<file path="src/rtl/fifo_uart_tx.sv">
// Pops one byte at a time from the FIFO and sends it as a UART frame; start bit on tx one cycle after the pop.
// Frame = (10 + parity + extra stop) * BIT_CYCLES cycles; pops only when idle, tx_en=1 and the FIFO is non-empty.
module fifo_uart_tx #(
  parameter int CLK_FREQ  = 100_000_000,
  parameter int BAUD      = 9600,
  parameter int PARITY    = 0,
  parameter int STOP_BITS = 1
) (
  input  logic       clk,
  input  logic       rst,
  input  logic       tx_en,
  input  logic       fifo_empty,
  input  logic [7:0] fifo_pop_data,
  output logic       fifo_pop,
  output logic       tx,
  output logic       tx_busy,
  output logic       tx_done
);

  localparam int BIT_CYCLES = CLK_FREQ / BAUD;
  localparam int CW = (BIT_CYCLES > 1) ? $clog2(BIT_CYCLES) : 1;
  localparam logic [CW-1:0] CNT_LAST = CW'(BIT_CYCLES - 1);
  localparam logic [2:0] STOP_LAST = 3'(STOP_BITS - 1);
  localparam logic ODD = (PARITY == 2);

  typedef enum logic [2:0] {
    ST_IDLE,
    ST_START,
    ST_DATA,
    ST_PARITY,
    ST_STOP
  } state_t;

  state_t        state, state_nxt;
  logic [CW-1:0] cnt, cnt_nxt;
  logic [2:0]    idx, idx_nxt;
  logic [7:0]    shift, shift_nxt;
  logic          par_bit, par_nxt;
  logic          tx_nxt, done_nxt;
  logic          bit_end;

  assign bit_end = (cnt == CNT_LAST);
  assign tx_busy = (state != ST_IDLE);

  always_comb begin
    state_nxt = state;
    cnt_nxt   = cnt;
    idx_nxt   = idx;
    shift_nxt = shift;
    par_nxt   = par_bit;
    fifo_pop  = 1'b0;
    done_nxt  = 1'b0;
    tx_nxt    = 1'b1;

    if (state != ST_IDLE) begin
      cnt_nxt = bit_end ? '0 : cnt + 1'b1;
    end

    case (state)
      ST_IDLE: begin
        cnt_nxt = '0;
        idx_nxt = '0;
        if (tx_en && !fifo_empty && !rst) begin
          fifo_pop  = 1'b1;
          shift_nxt = fifo_pop_data;
          // parity taken from the byte as popped; the shift register is consumed later
          par_nxt   = (^fifo_pop_data) ^ ODD;
          state_nxt = ST_START;
        end
      end
      ST_START: begin
        if (bit_end) state_nxt = ST_DATA;
      end
      ST_DATA: begin
        if (bit_end) begin
          shift_nxt = {1'b0, shift[7:1]};
          if (idx == 3'd7) begin
            idx_nxt   = '0;
            state_nxt = (PARITY != 0) ? ST_PARITY : ST_STOP;
          end else begin
            idx_nxt = idx + 3'd1;
          end
        end
      end
      ST_PARITY: begin
        if (bit_end) state_nxt = ST_STOP;
      end
      ST_STOP: begin
        // idx counts stop bits so the baud counter stays one bit period wide
        if (bit_end) begin
          if (idx == STOP_LAST) begin
            idx_nxt   = '0;
            state_nxt = ST_IDLE;
            done_nxt  = 1'b1;
          end else begin
            idx_nxt = idx + 3'd1;
          end
        end
      end
      default: begin
        state_nxt = ST_IDLE;
      end
    endcase

    // tx is registered, so it is driven from the state being entered
    case (state_nxt)
      ST_START:  tx_nxt = 1'b0;
      ST_DATA:   tx_nxt = shift_nxt[0];
      ST_PARITY: tx_nxt = par_nxt;
      default:   tx_nxt = 1'b1;
    endcase
  end

  always_ff @(posedge clk) begin
    if (rst) begin
      state   <= ST_IDLE;
      cnt     <= '0;
      idx     <= '0;
      shift   <= '0;
      par_bit <= 1'b0;
      tx      <= 1'b1;
      tx_done <= 1'b0;
    end else begin
      state   <= state_nxt;
      cnt     <= cnt_nxt;
      idx     <= idx_nxt;
      shift   <= shift_nxt;
      par_bit <= par_nxt;
      tx      <= tx_nxt;
      tx_done <= done_nxt;
    end
  end

endmodule
</file>
<file path="config.mk">
export PLATFORM = sky130hd
export DESIGN_NAME = fifo_uart_tx
export DESIGN_NICKNAME = d
export VERILOG_FILES = /design/src/rtl/fifo_uart_tx.sv
export SDC_FILE = /design/constraint.sdc
export NUM_CORES = 1
export LEC_CHECK = 0
export CAP_MARGIN = 20
export CORE_MARGIN = 8
export CORE_UTILIZATION = 55
export CTS_CLUSTER_SIZE = 16
export DETAILED_ROUTE_END_ITERATION = 12
export DONT_BUFFER_PORTS = 1
export GPL_ROUTABILITY_DRIVEN = 0
export GPL_TIMING_DRIVEN = 1
export PLACE_DENSITY_LB_ADDON = 0.25
export SYNTH_ARGS = -nofsm -noshare
export SYNTH_HDL_FRONTEND = slang
export SYNTH_SLANG_ARGS = --single-unit
</file>
<file path="constraint.sdc">
create_clock -name clk -period 2.2 [get_ports clk]
set_input_delay 0.44 -clock clk [delete_from_list [all_inputs] [get_ports clk]]
set_output_delay 0.44 -clock clk [all_outputs]
set_load 0.01 [all_outputs]
</file>
[Word level (Yosys, flattened, before mapping)]
Cells that the tools add are included.
Word-level totals
  register bits: 31
  output and inout port bits: 4
  logic and storage cells: 61
Cells by class
  add/subtract/negate cells: 2
  eq/ne operators: 12
  muxes and demuxes: 23
  bitwise operators: 2
  reduce and logical (&&, ||, !) cells: 14
Operator list (number)
  3-bit two-way mux: 11
  8-bit two-way mux: 2
  8-bit case mux with 2 select lines: 1
  3-bit case mux with 5 select lines: 1
  14-bit by 1-bit adder with 14-bit output, second input constant: 1
  14-bit equality test, second input constant: 1
  14-bit two-way mux: 1
  3-bit by 2-bit equality test with 1-bit output, second input constant: 4
  3-bit case mux with 3 select lines: 1
  8-bit parity: 1
  3-bit by 1-bit equality test with 1-bit output, second input constant: 2
  3-bit equality test, second input constant: 2
  3-bit zero test: 2
  2-bit != test, second input constant: 3
  3-bit AND reduction: 2
  3-bit nonzero test: 2
  1-bit two-way mux: 5
  3-bit by 1-bit adder with 3-bit output, second input constant: 1
  1-bit case mux with 3 select lines: 1
  3-bit OR reduction: 1
  1-bit logical AND: 2
  1-bit zero test: 2
  1-bit NOT: 2
  2-bit nonzero test: 1
  2-bit OR reduction: 1

[Logic depth before layout (Yosys ltp)]
Gate-level depths: netlist of run 1.
  depth in word-level cells: 7
  depth in mapped cells: 7
  mapped depth without buffers: 7

[Worst setup path after synthesis of run 1]
No wires, ideal clock.
  kind: input to output
  start point: input rst
  end point: output fifo_pop
  arrival: 1.411 ns
  required time: 1.760 ns
  setup slack: 0.349 ns
  cell stages on the path: 4
  buffers on the path: 2
  cell sequence: clkbuf_1 or4b_4 nor2_4 buf_6
On the way
  cells in the longest elaborated chain, start to end: 4
Ends and longest elaborated chain
  start, declared: line 10  | input logic rst,
  1-bit zero test: line 63  | if (tx_en && !fifo_empty && !rst) begin
  1-bit logical AND: line 63
  1-bit two-way mux: line 63
  1-bit two-way mux: line 59  | case (state)
  end, declared: line 14  | output logic fifo_pop,
No other way between the ends.

[Worst setup path after layout of run 1]
  start point: register state[2]
  end point: output fifo_pop
On the way
  cells in the longest elaborated chain, start to end: 2
Ends and longest elaborated chain
  start, declared: line 34  | state_t state, state_nxt;
  start signal, assigned: line 124  | state <= state_nxt;
  3-bit zero test: line 59
  1-bit two-way mux: line 59
No other way between the ends.

==> results.json, run 1 <==
{
  "drv.max_cap_violation_count": 0,
  "critPathCaptureType": "output port",
  "clkTransAtPathRegs_ns": 0.10,
  "via_per_inst": 5.96,
  "synth_seq_cells": 31,
  "initial_utilization_pct": 57.6,
  "use_met1_pct": 13.5,
  "num_rows": 19,
  "gr-usage-met3_pct": 4.43,
  "routed_wl_um": 3060,
  "slowest_delay_ns": 0.61,
  "fin_crit_ns": 2.14,
  "seq_area_um2": 621,
  "worstPathArrival_ns": 1.70,
  "peakVddDrop_v": 0.000438,
  "drc": 0,
  "hpwl_um": 2220,
  "clock-sinks": 31,
  "grt_overflow": 0,
  "ys_async_sr_fraction_pct": 0,
  "grt_pass1_vias": 1214,
  "ys.flop_type": "dfxtp_1",
  "final_cell_mix": "31 x dfxtp_1, 23 x nor2_1, 14 x nand2_1, 10 x xnor2_1",
  "syn_inst": 176,
  "clk_path_buf_depth": 2,
  "rsz0062_at_grt": "no",
  "slew_violations": 0,
  "wl_per_cell_um": 14.8,
  "fmax_ghz": 0.468,
  "cts_buffers": 5,
  "drtIter0Drc": 66,
  "area_growth_pct": 4.53,
  "critical_path_required_ns": 1.76,
  "ys_seq_area_share_pct": 39.4,
  "avgSynthCellArea_um2": 8.95,
  "fin_tns_setup_ns": 0,
  "fin_crit_sh_pct": 97.1,
  "grt_max_degree": 20,
  "cellPowerDensity_nw_per_um2": 611,
  "final_nets": 191,
  "dieArea_um2": 4830,
  "p_leak_nw": 0.564,
  "status": "completed",
  "ant_nets": 0,
  "coreArea_um2": 2730,
  "fillerInstances": 246,
  "yosysWarnings": 0,
  "synthesis.area_um2": 1580,
  "firstDrtPassIters": 4,
  "die_w_um": 69.5,
  "top_usage_layer": "met2",
  "crit_chain": "or4b_4, nor2_4",
  "max_slew_margin_pct": 69.2,
  "cts_tree": "yes",
  "grt.total_usage_pct": 12.6,
  "num_vias": 1233,
  "ys_types": 43,
  "grt_first_pass_wirelength_um": 5200,
  "clk_latency_ns": 0.32,
  "synthesis.nets": 192,
  "hold_violations": 0,
  "cpMaxStageDelayCell": "or4b_4",
  "hold_path.class": "in2reg",
  "crit_type": "reg2out",
  "cts-root-buf": "clkbuf_4",
  "diodes": 0,
  "path_max_fanout": 14,
  "io_pins": 16,
  "die_height_um": 69.5,
  "htreeDepth": 2,
  "port_buffers": 0,
  "setup_violations": 0,
  "fin_skew_ns": 0.00683,
  "globalRouteMet2Util_pct": 21.6,
  "mostFrequentLayoutCell": "dfxtp_1",
  "cts_setup_buffers": 0,
  "placed_area_um2": 1570,
  "antenna_found_initial": 0,
  "final_area_um2": 1650,
  "multiInputGateArea_um2": 888,
  "worst_pin_slew_ns": 0.458,
  "critPathLaunchType": "flip-flop",
  "synth_edf_count": 0,
  "drive_above_1_share_pct": 10.8
}
[critical path, delay by kind of cell, from the launching register on]
kind	cells	cell delay, ns
and+or+nand+nor	2	0.94
DFF	1	0.44
[where the power goes]
part	leakage [nW]	total (W)	internal [W]	switching (W)
Combinational	0.274	0.0000554	0.0000271	0.0000283
Sequential	0.251	0.000577	0.000569	0.00000779
Clock	0.0386	0.000374	0.000188	0.000186
Total	0.564	0.00101	0.000784	0.000222
[routing by layer]
layer  vias up  wire length [µm]
met3         7               171
met5         -                 0
met4         0                53
li1        614                 -
met2        26              1510
met1       586              1330
[worst paths after layout]
| path | startpoint | slack [ns] | end | depth (start not counted) |
|---|---|---|---|---|
| setup / recovery | state[2] | 0.06 | fifo_pop | 2 |
| setup reg to reg | cnt[0] | 0.24 | idx[2] | 6 |
| hold reg to reg | shift[6] | 0.46 | shift[6] | 2 |
| hold / removal | rst | 0.18 | idx[0] | 1 |
[cell usage after synthesis, drive strengths merged, types with 4 or more instances]
cell	number	area share (%)
a211oi	6	3.2
a21oi	9	2.9
a22oi	6	2.9
buf	6	2.6
dfxtp	31	39
ha	4	3.2
inv	6	1.4
nand2	14	3.3
nand3	7	2.2
nand4	4	2.0
nor2	24	6.2
o21ai	5	1.6
xnor2	10	5.6
xor2	9	5.0
[metrics by stage]
step / power, W / std cells / setup slack (ns) / utilization, % / hold WS [ns]
floorplan: 0.000643 / 176 / 0.349 / - / 0.430
global placement: 0.000643 / 199 / 0.279 / 57.4 / 0.436
global route: 0.00105 / 207 / 0.00499 / 60.2 / 0.157
detailed placement: 0.000645 / 199 / 0.188 / 57.4 / 0.446
finish: 0.00101 / 207 / 0.0639 / 60.2 / 0.176
CTS: 0.00102 / 207 / 0.0610 / 59.9 / 0.163
[kinds of logic after synthesis]
kind of cell / share of synthesized area [%]
compound gates: 14.3
xor+xnor: 10.6
fa+ha+maj: 3.89
mux: 0.635
simple gates: 26.4
flops: 39.4
buf+inv: 4.76
[what timing repair did]
item / 4_1_cts / 5_1_grt
hold buffers: 0 / 0
gates resized for setup: 0 / 1
setup endpoints to repair: 0 / 3
[sequential cells by signal (all words and copies together) (netlist names)]
| register | count |
|---|---|
| tx | 1 |
| par_bit | 1 |
| shift | 8 |
| cnt | 14 |
| tx_done | 1 |
| idx | 3 |
| state | 3 |
[area by class of cell]
cell class	count	area share (%)
clock buffer	8	4.18
multi-input combinational	130	54.0
sequential	31	37.7
timing repair buffer	1	0.456
inverter	6	1.37
tap	31	2.36
No activity file was read; power rests on OpenSTA's default activity.
==> run 2, diff against run 1 <==
- HOLD_SLACK_MARGIN: unset -> 0.06
==> results of run 2 <==
Final layout, timing and power as in run 1 (identical DEF).
